[config.mk]
export PLATFORM = sky130hd
export DESIGN_NAME = me_window_sched_flat
export DESIGN_NICKNAME = d
export VERILOG_FILES = /design/src/rtl/me_window_sched_pkg.sv /design/src/rtl/me_window_sched_if.sv /design/src/rtl/me_window_sched.sv /design/src/flat_wrapper.sv
export SDC_FILE = /design/constraint.sdc
export NUM_CORES = 1
export LEC_CHECK = 0
export BUFFER_PORTS_ARGS = -buffer_cell sky130_fd_sc_hd__buf_4
export CAP_MARGIN = 20
export CELL_PAD_IN_SITES_DETAIL_PLACEMENT = 1
export CELL_PAD_IN_SITES_GLOBAL_PLACEMENT = 2
export CORE_ASPECT_RATIO = 1.75
export CORE_MARGIN = 2
export CORE_UTILIZATION = 30
export DETAILED_ROUTE_END_ITERATION = 8
export GPL_ROUTABILITY_DRIVEN = 0
export GPL_TIMING_DRIVEN = 0
export PLACE_DENSITY = 0.88
export RECOVER_POWER = 50
export REMOVE_ABC_BUFFERS = 1
export SYNTH_ARGS = -nofsm -noshare
export SYNTH_HDL_FRONTEND = slang
export SYNTH_SLANG_ARGS = --single-unit
[constraint.sdc]
create_clock -name clk_i -period 2.6 [get_ports clk_i]
set_input_delay 0.52 -clock clk_i [delete_from_list [all_inputs] [get_ports clk_i]]
set_output_delay 0.52 -clock clk_i [all_outputs]
set_load 0.01 [all_outputs]
[src/rtl/me_window_sched_pkg.sv]
// Shared types and row geometry for the motion-estimation search-window sequencer.
package me_pkg;

    typedef enum logic [2:0] {
        S_IDLE  = 3'd0,
        S_FETCH = 3'd1,
        S_WAIT  = 3'd2,
        S_SHIFT = 3'd3,
        S_DONE  = 3'd4
    } state_t;

    localparam int unsigned PIX_W   = 8;
    localparam int unsigned ROW_PIX = 23;
    localparam int unsigned WIN_PIX = 16;
    localparam int unsigned ROW_W   = PIX_W * ROW_PIX;

    // Candidate positions of a WIN_PIX window sliding across one reference row.
    localparam int unsigned SHIFT_NUM_DEF = ROW_PIX - WIN_PIX + 1;
    localparam int unsigned ROW_NUM_DEF   = 16;
    localparam int unsigned ADDR_W_DEF    = 8;
    localparam int unsigned CNT_W_DEF     = 4;

endpackage

[src/rtl/me_window_sched_if.sv]
// Control/status bundle between the search controller side and the window sequencer.
interface me_window_sched_if #(
    parameter int unsigned ADDR_W = 8,
    parameter int unsigned CNT_W  = 4
);
    logic              start_i;
    logic              abort_i;
    logic [ADDR_W-1:0] base_addr_i;
    logic              stall_i;
    logic              busy_o;
    logic              done_o;
    logic              rd_en_o;
    logic [ADDR_W-1:0] rd_addr_o;
    logic              load_o;
    logic              cand_valid_o;
    logic [CNT_W-1:0]  row_cnt_o;
    logic [CNT_W-1:0]  shift_cnt_o;

    modport master (
        output start_i, abort_i, base_addr_i, stall_i,
        input  busy_o, done_o, rd_en_o, rd_addr_o, load_o, cand_valid_o,
               row_cnt_o, shift_cnt_o
    );

    modport slave (
        input  start_i, abort_i, base_addr_i, stall_i,
        output busy_o, done_o, rd_en_o, rd_addr_o, load_o, cand_valid_o,
               row_cnt_o, shift_cnt_o
    );
endinterface

[src/rtl/me_window_sched.sv]
// Search-window row sequencer: fetches reference rows, strobes the row buffer and
// steps candidate positions for the SAD array, one macroblock search per start.
module me_window_sched
    import me_pkg::*;
#(
    parameter int unsigned ROW_NUM   = ROW_NUM_DEF,
    parameter int unsigned SHIFT_NUM = SHIFT_NUM_DEF,
    parameter int unsigned ADDR_W    = ADDR_W_DEF,
    parameter int unsigned CNT_W     = CNT_W_DEF
) (
    input  logic             clk_i,
    input  logic             rst_n_i,
    me_window_sched_if.slave bus
);

    localparam logic [CNT_W-1:0] ROW_LAST   = CNT_W'(ROW_NUM - 1);
    localparam logic [CNT_W-1:0] SHIFT_LAST = CNT_W'(SHIFT_NUM - 1);
    localparam logic [CNT_W-1:0] CNT_ONE    = CNT_W'(1);

    state_t            state, state_nxt;
    logic [ADDR_W-1:0] base_q, base_nxt;
    logic [CNT_W-1:0]  row_q, row_nxt;
    logic [CNT_W-1:0]  shift_q, shift_nxt;

    // State register together with the latched base and the row/shift counters.
    always_ff @(posedge clk_i) begin
        if (!rst_n_i) begin
            state   <= S_IDLE;
            base_q  <= '0;
            row_q   <= '0;
            shift_q <= '0;
        end else begin
            state   <= state_nxt;
            base_q  <= base_nxt;
            row_q   <= row_nxt;
            shift_q <= shift_nxt;
        end
    end

    // Next-state and counter update.
    always_comb begin
        state_nxt = state;
        base_nxt  = base_q;
        row_nxt   = row_q;
        shift_nxt = shift_q;

        unique case (state)
            S_IDLE: begin
                if (bus.start_i && !bus.abort_i) begin
                    base_nxt  = bus.base_addr_i;
                    row_nxt   = '0;
                    shift_nxt = '0;
                    state_nxt = S_FETCH;
                end
            end
            S_FETCH: state_nxt = S_WAIT;
            S_WAIT: begin
                shift_nxt = '0;
                state_nxt = S_SHIFT;
            end
            S_SHIFT: begin
                if (!bus.stall_i) begin
                    if (shift_q == SHIFT_LAST) begin
                        if (row_q == ROW_LAST) begin
                            state_nxt = S_DONE;
                        end else begin
                            row_nxt   = row_q + CNT_ONE;
                            state_nxt = S_FETCH;
                        end
                    end else begin
                        shift_nxt = shift_q + CNT_ONE;
                    end
                end
            end
            S_DONE: begin
                row_nxt   = '0;
                shift_nxt = '0;
                state_nxt = S_IDLE;
            end
            default: state_nxt = S_IDLE;
        endcase

        // Abort overrides stall and end-of-row decisions in every busy state.
        if (state != S_IDLE && bus.abort_i) begin
            row_nxt   = '0;
            shift_nxt = '0;
            state_nxt = S_IDLE;
        end
    end

    // Outputs decoded from the registered state; only cand_valid looks at stall.
    always_comb begin
        bus.busy_o       = 1'b0;
        bus.done_o       = 1'b0;
        bus.rd_en_o      = 1'b0;
        bus.rd_addr_o    = '0;
        bus.load_o       = 1'b0;
        bus.cand_valid_o = 1'b0;
        bus.row_cnt_o    = row_q;
        bus.shift_cnt_o  = shift_q;

        unique case (state)
            S_IDLE: ;
            S_FETCH: begin
                bus.busy_o    = 1'b1;
                bus.rd_en_o   = 1'b1;
                bus.rd_addr_o = base_q + ADDR_W'(row_q);
            end
            S_WAIT: begin
                bus.busy_o = 1'b1;
                bus.load_o = 1'b1;
            end
            S_SHIFT: begin
                bus.busy_o       = 1'b1;
                bus.cand_valid_o = !bus.stall_i;
            end
            S_DONE: begin
                bus.busy_o = 1'b1;
                bus.done_o = 1'b1;
            end
            default: ;
        endcase
    end

endmodule

[src/flat_wrapper.sv]
// flat-port wrapper written by rule: the top's interface ports become plain ports
module me_window_sched_flat import me_pkg::*;
#(
    parameter int unsigned ROW_NUM   = ROW_NUM_DEF,
    parameter int unsigned SHIFT_NUM = SHIFT_NUM_DEF,
    parameter int unsigned ADDR_W    = ADDR_W_DEF,
    parameter int unsigned CNT_W     = CNT_W_DEF
)
  (clk_i, rst_n_i, bus_start_i, bus_abort_i, bus_base_addr_i, bus_stall_i, bus_busy_o, bus_done_o, bus_rd_en_o, bus_rd_addr_o, bus_load_o, bus_cand_valid_o, bus_row_cnt_o, bus_shift_cnt_o);
  me_window_sched_if #(.ADDR_W(ADDR_W), .CNT_W(CNT_W)) bus_i ();
  input  logic clk_i;
  input  logic rst_n_i;
  input wire logic [$bits(bus_i.start_i)-1:0] bus_start_i;
  input wire logic [$bits(bus_i.abort_i)-1:0] bus_abort_i;
  input wire logic [$bits(bus_i.base_addr_i)-1:0] bus_base_addr_i;
  input wire logic [$bits(bus_i.stall_i)-1:0] bus_stall_i;
  output wire logic [$bits(bus_i.busy_o)-1:0] bus_busy_o;
  output wire logic [$bits(bus_i.done_o)-1:0] bus_done_o;
  output wire logic [$bits(bus_i.rd_en_o)-1:0] bus_rd_en_o;
  output wire logic [$bits(bus_i.rd_addr_o)-1:0] bus_rd_addr_o;
  output wire logic [$bits(bus_i.load_o)-1:0] bus_load_o;
  output wire logic [$bits(bus_i.cand_valid_o)-1:0] bus_cand_valid_o;
  output wire logic [$bits(bus_i.row_cnt_o)-1:0] bus_row_cnt_o;
  output wire logic [$bits(bus_i.shift_cnt_o)-1:0] bus_shift_cnt_o;
  assign bus_i.start_i = bus_start_i;
  assign bus_i.abort_i = bus_abort_i;
  assign bus_i.base_addr_i = bus_base_addr_i;
  assign bus_i.stall_i = bus_stall_i;
  assign bus_busy_o = bus_i.busy_o;
  assign bus_done_o = bus_i.done_o;
  assign bus_rd_en_o = bus_i.rd_en_o;
  assign bus_rd_addr_o = bus_i.rd_addr_o;
  assign bus_load_o = bus_i.load_o;
  assign bus_cand_valid_o = bus_i.cand_valid_o;
  assign bus_row_cnt_o = bus_i.row_cnt_o;
  assign bus_shift_cnt_o = bus_i.shift_cnt_o;
  me_window_sched #(.ROW_NUM(ROW_NUM), .SHIFT_NUM(SHIFT_NUM), .ADDR_W(ADDR_W), .CNT_W(CNT_W)) u_core (.clk_i(clk_i), .rst_n_i(rst_n_i), .bus(bus_i));
endmodule
======== Word-level counts from Yosys, hierarchy flattened ========
Cells that the tools add are included.
operators by class
  multiplexer cells ....................... 19
  add/sub/neg operators ................... 3
  reduce and logical (&&, ||, !) cells .... 15
  eq/ne operators ......................... 11
  bitwise gates (word level) .............. 1
operator list
  kind                                                   count
  2-to-1 mux 4 bit                                       6
  one-hot mux 4 bit (3 select lines)                     2
  2-to-1 mux 3 bit                                       4
  one-hot mux 3 bit (4 select lines)                     1
  nonzero test 3 bit                                     3
  adder 4 x 1 -> 4 bit, second input constant            2
  adder 8 x 4 -> 8 bit                                   1
  2-to-1 mux 8 bit                                       1
  equality test 3 x 2 -> 1 bit, second input constant    2
  inequality test 2 bit, second input constant           3
  2-to-1 mux 1 bit                                       5
  AND reduction 5 bit                                    1
  equality test 4 x 3 -> 1 bit, second input constant    1
  equality test 4 bit, second input constant             1
  inequality test 2 x 1 -> 1 bit, second input constant  2
  AND reduction 4 bit                                    1
  OR reduction 2 bit                                     2
  OR reduction 4 bit                                     1
  equality test 3 x 1 -> 1 bit, second input constant    1
  equality test 3 bit, second input constant             1
  zero test 3 bit                                        1
  AND reduction 3 bit                                    1
  logical AND 1 bit                                      2
  zero test 1 bit                                        2
  other kinds (2)                                        2
storage, ports and cells
  word-level logic and storage cells ...... 53
  bits in registers ....................... 19
  input bits .............................. 13
  output and inout port bits .............. 21

======== Logic depth before layout (Yosys ltp) ========
  word-level depth ........................ 5
  mapped depth ............................ 6
  mapped depth without buffers ............ 6

======== Least setup slack after synthesis ========
No wires, ideal clock.
  path type ............................... register -> output
  from .................................... reg u_core.row_q[0] (netlist: u_core.bus.row_cnt_o[0])
  to ...................................... out bus_rd_addr_o[6]
  data arrival time ....................... 1741 ps
  path slack .............................. 339 ps
  stages on the path, launching flop included .. 7
  required time ........................... 2080 ps
  cell sequence ........................... dfxtp_1 ha_1 fa_1 a21o_1 a21oi_1 o21ai_0 a21oi_1
between the ends
  cells in the longest elaborated chain, start to end .. 2
RTL lines
  item                    RTL line                text
  start, declared         me_window_sched.sv:22   logic [CNT_W-1:0] row_q, row_nxt;
  start signal, assigned  me_window_sched.sv:35   row_q <= row_nxt;
  adder 8 x 4 -> 8 bit    me_window_sched.sv:107  bus.rd_addr_o = base_q + ADDR_W'(row_q);
  2-to-1 mux 8 bit        me_window_sched.sv:102  unique case (state)
  end, declared           flat_wrapper.sv:20      output wire logic [$bits(bus_i.rd_addr_o)-1:0] bus_rd_addr_o;
Every way passes these cells.

======== Final worst setup path ========
Same ends and word-level chain as after synthesis.

==> flow_summary.json <==
{
  "wirelength_um": 3245,
  "min_period_over_period_pct": 95.98,
  "maxCapViolCount": 0,
  "cts_max_level": 1,
  "rsz0062_at_grt": "false",
  "finalWorstSetupSlack_ps": 104.5,
  "worstMarginPinSlew_ps": 1089,
  "r2r-start": "u_core.state[2]",
  "multi_input_area_um2": 828.3,
  "drt_first_pass_iters": 4,
  "cpLargestDelayFamily": "adder cells",
  "r2r_slack_ps": 720,
  "die_h_um": 89.73,
  "netlist_area_um2": 1260,
  "vias_per_cell": 5.239,
  "dp_cells": 218,
  "yosysTopAreaCell": "dfxtp_1",
  "ios": 34,
  "cts_buffers": 3,
  "cts_tree": "done",
  "max_slew_margin_pct": 26.65,
  "slowest_delay_ps": 400,
  "post_cts_buffers": 0,
  "crit_chain": "ha_2 > fa_2 > a21o_1 > a21oi_2 > or3_1 > a21oi_1 > buf_4",
  "layout.filler_cells": 513,
  "path_buf_inv": 1,
  "p_leak_nw": 0.7101,
  "grt_use_total_pct": 14.39,
  "synthArstFlopShare_pct": 0,
  "holdWs_ps": 512.3,
  "finalHoldViolCount": 0,
  "finalSetupViolations": 0,
  "r2r.worst_path.cells": 3,
  "grt_pass1_vias": 1208,
  "nets": 194,
  "regToRegEndpoint": "u_core.bus.shift_cnt_o[2]",
  "synth_top_area_share_pct": 30.19,
  "fin_area_um2": 1551,
  "drc_errors": 0,
  "yosysUniqueCellTypes": 45,
  "layout-drive-gt1-share_pct": 26.59,
  "cts.path.max_buffers": 2,
  "root_buffer": "clkbuf_8",
  "end_kind": "output pin",
  "die_area_um2": 4755,
  "pre_cts_ws_ps": 171.7,
  "min_path_cells": 3,
  "power.total_mw": 0.5945,
  "cts_sinks": 19,
  "ys_seq_area_share_pct": 30.19,
  "num_antenna_cells": 0,
  "synth-seq-cells": 19,
  "vias": 1163,
  "rows": 31,
  "hold_buffers": 0,
  "syn_inst": 141,
  "hpwlAfterDp_um": 2606,
  "netlist_top_cells_area": "dfxtp_1, mux2i_1, ha_1",
  "power_density_nw_per_um2": 383.2,
  "min_period_ps": 2495,
  "worstPathArrival_ps": 1980,
  "final_util_pct": 38.10,
  "clk_latency_ps": 260,
  "max_freq_mhz": 400.7,
  "drt_iter0_markers": 12,
  "start_util_pct": 30.94,
  "synth_area_per_cell_um2": 8.936,
  "ant_nets": 0,
  "min_from": "bus_base_addr_i[5]",
  "seqCellArea_um2": 382.9,
  "final_cells": 222,
  "path_clk_slew_ps": 70,
  "grt_max_degree": 13,
  "crit_required_ps": 2080,
  "wl_per_cell_um": 14.62,
  "worstPathMaxFanout": 6,
  "vdd_drop_max_mv": 0.2415,
  "hold_class": "primary input to register",
  "antenna_found_initial": 0,
  "synth_ff_type": "dfxtp_1",
  "min_to": "u_core.base_q[5]",
  "synth_most_common_cell": "dfxtp_1",
  "timing.setup.tns_ps": 0,
  "fin_skew_ps": 2.425,
  "grt_pass1_wl_um": 5306,
  "yosys_warnings": 0,
  "placed_area_um2": 1526,
  "numPortBuffers": 33,
  "criticalPathCategory": "register to output pin",
  "start_kind": "register",
  "critPathSlowestCell": "dfxtp_2",
  "synth-edff-count": 0,
  "ys_top_cells_by_count": "dfxtp_1, nand3_1, mux2i_1, nor2b_1",
  "coreArea_um2": 4073,
  "grt_overflow": 0,
  "report.final.slew_viol_count": 0,
  "syn2layout_area_growth_pct": 23.14,
  "status": "finished clean",
  "dieWidth_um": 52.99
}
timing repair:
item                                   in CTS  in global routing
endpoints found under the hold margin       0                  0
resized for setup                           2                  4
setup endpoints to repair                   2                  4
state kept, by name, indices dropped and copies added (netlist names):
signal and count:
u_core.bus.shift_cnt_o 4, u_core.base_q 8, u_core.state 3, u_core.bus.row_cnt_o 4
metal layers:
layer / GRT usage, % / vias up / wire length (um)
met3: 1.163 / 4 / 147
li1: - / 574 / -
met5: 0 / - / 0
met2: 27.81 / 25 / 1855
met4: 5.128 / 0 / 29
met1: 14.96 / 560 / 1212
worst max-delay path by stage:
| stage | start | end | slack [ps] | cells past startpoint |
|---|---|---|---|---|
| 5_1_grt | u_core.bus.row_cnt_o[2] | bus_rd_addr_o[7] | 20 | 6 |
| 6_report | u_core.bus.row_cnt_o[0] | bus_rd_addr_o[6] | 100 | 7 |
| 3_5_place_dp | u_core.bus.row_cnt_o[0] | bus_rd_addr_o[6] | 170 | 7 |
| 4_1_cts | u_core.bus.row_cnt_o[1] | bus_rd_addr_o[7] | 3 | 6 |
| 3_3_place_gp | u_core.bus.row_cnt_o[0] | bus_rd_addr_o[6] | 180 | 7 |
| 2_1_floorplan | u_core.bus.row_cnt_o[0] | bus_rd_addr_o[6] | 340 | 6 |
power by group:
group	switching [mW]	internal [mW]
sequential	0.00869	0.298
combinational	0.0365	0.0385
clock	0.105	0.108
total	0.150	0.445
cells by family (layout without fill, tap and decap cells):
group           Yosys count  count (layout)  synth area share (%)
simple gates             69              69                 32.77
compound gates           26              26                 14.89
flops                    19              19                 30.19
mux                      11              11                 8.739
fa+ha+maj                 7               7                 7.547
buf+inv                   6              38                 3.772
xor+xnor                  3               3                 2.086
cell type report:
cell class                 count  share of cell area, %
multi-input combinational    116                  53.39
sequential                    19                  24.68
timing repair buffer          33                  14.52
tap                           49                  3.952
clock buffer                   3                  2.661
clock inverter                 1                 0.4839
inverter                       1                 0.3226
worst register-to-register path: stages (launching register included):
cell	delay [ps]
dfxtp_1	420
o21ai_0	910
a21boi_0	200
o211a_1	260
placed cells by master, fill, tap and decap left out, types with 4 or more instances in the layout:
master / synthesis / routed
nor2_1: 10 / 11
nand2_1: 10 / 10
ha_1: 6 / 5
o21ai_0: 4 / 5
clkbuf_1: 1 / 6
buf_4: 0 / 27
nand4_1: 4 / 4
mux2i_1: 11 / 11
nand3_1: 12 / 13
nor2b_1: 11 / 11
dfxtp_1: 19 / 17
a21oi_1: 5 / 4
Power figures use the tool's default switching activity.
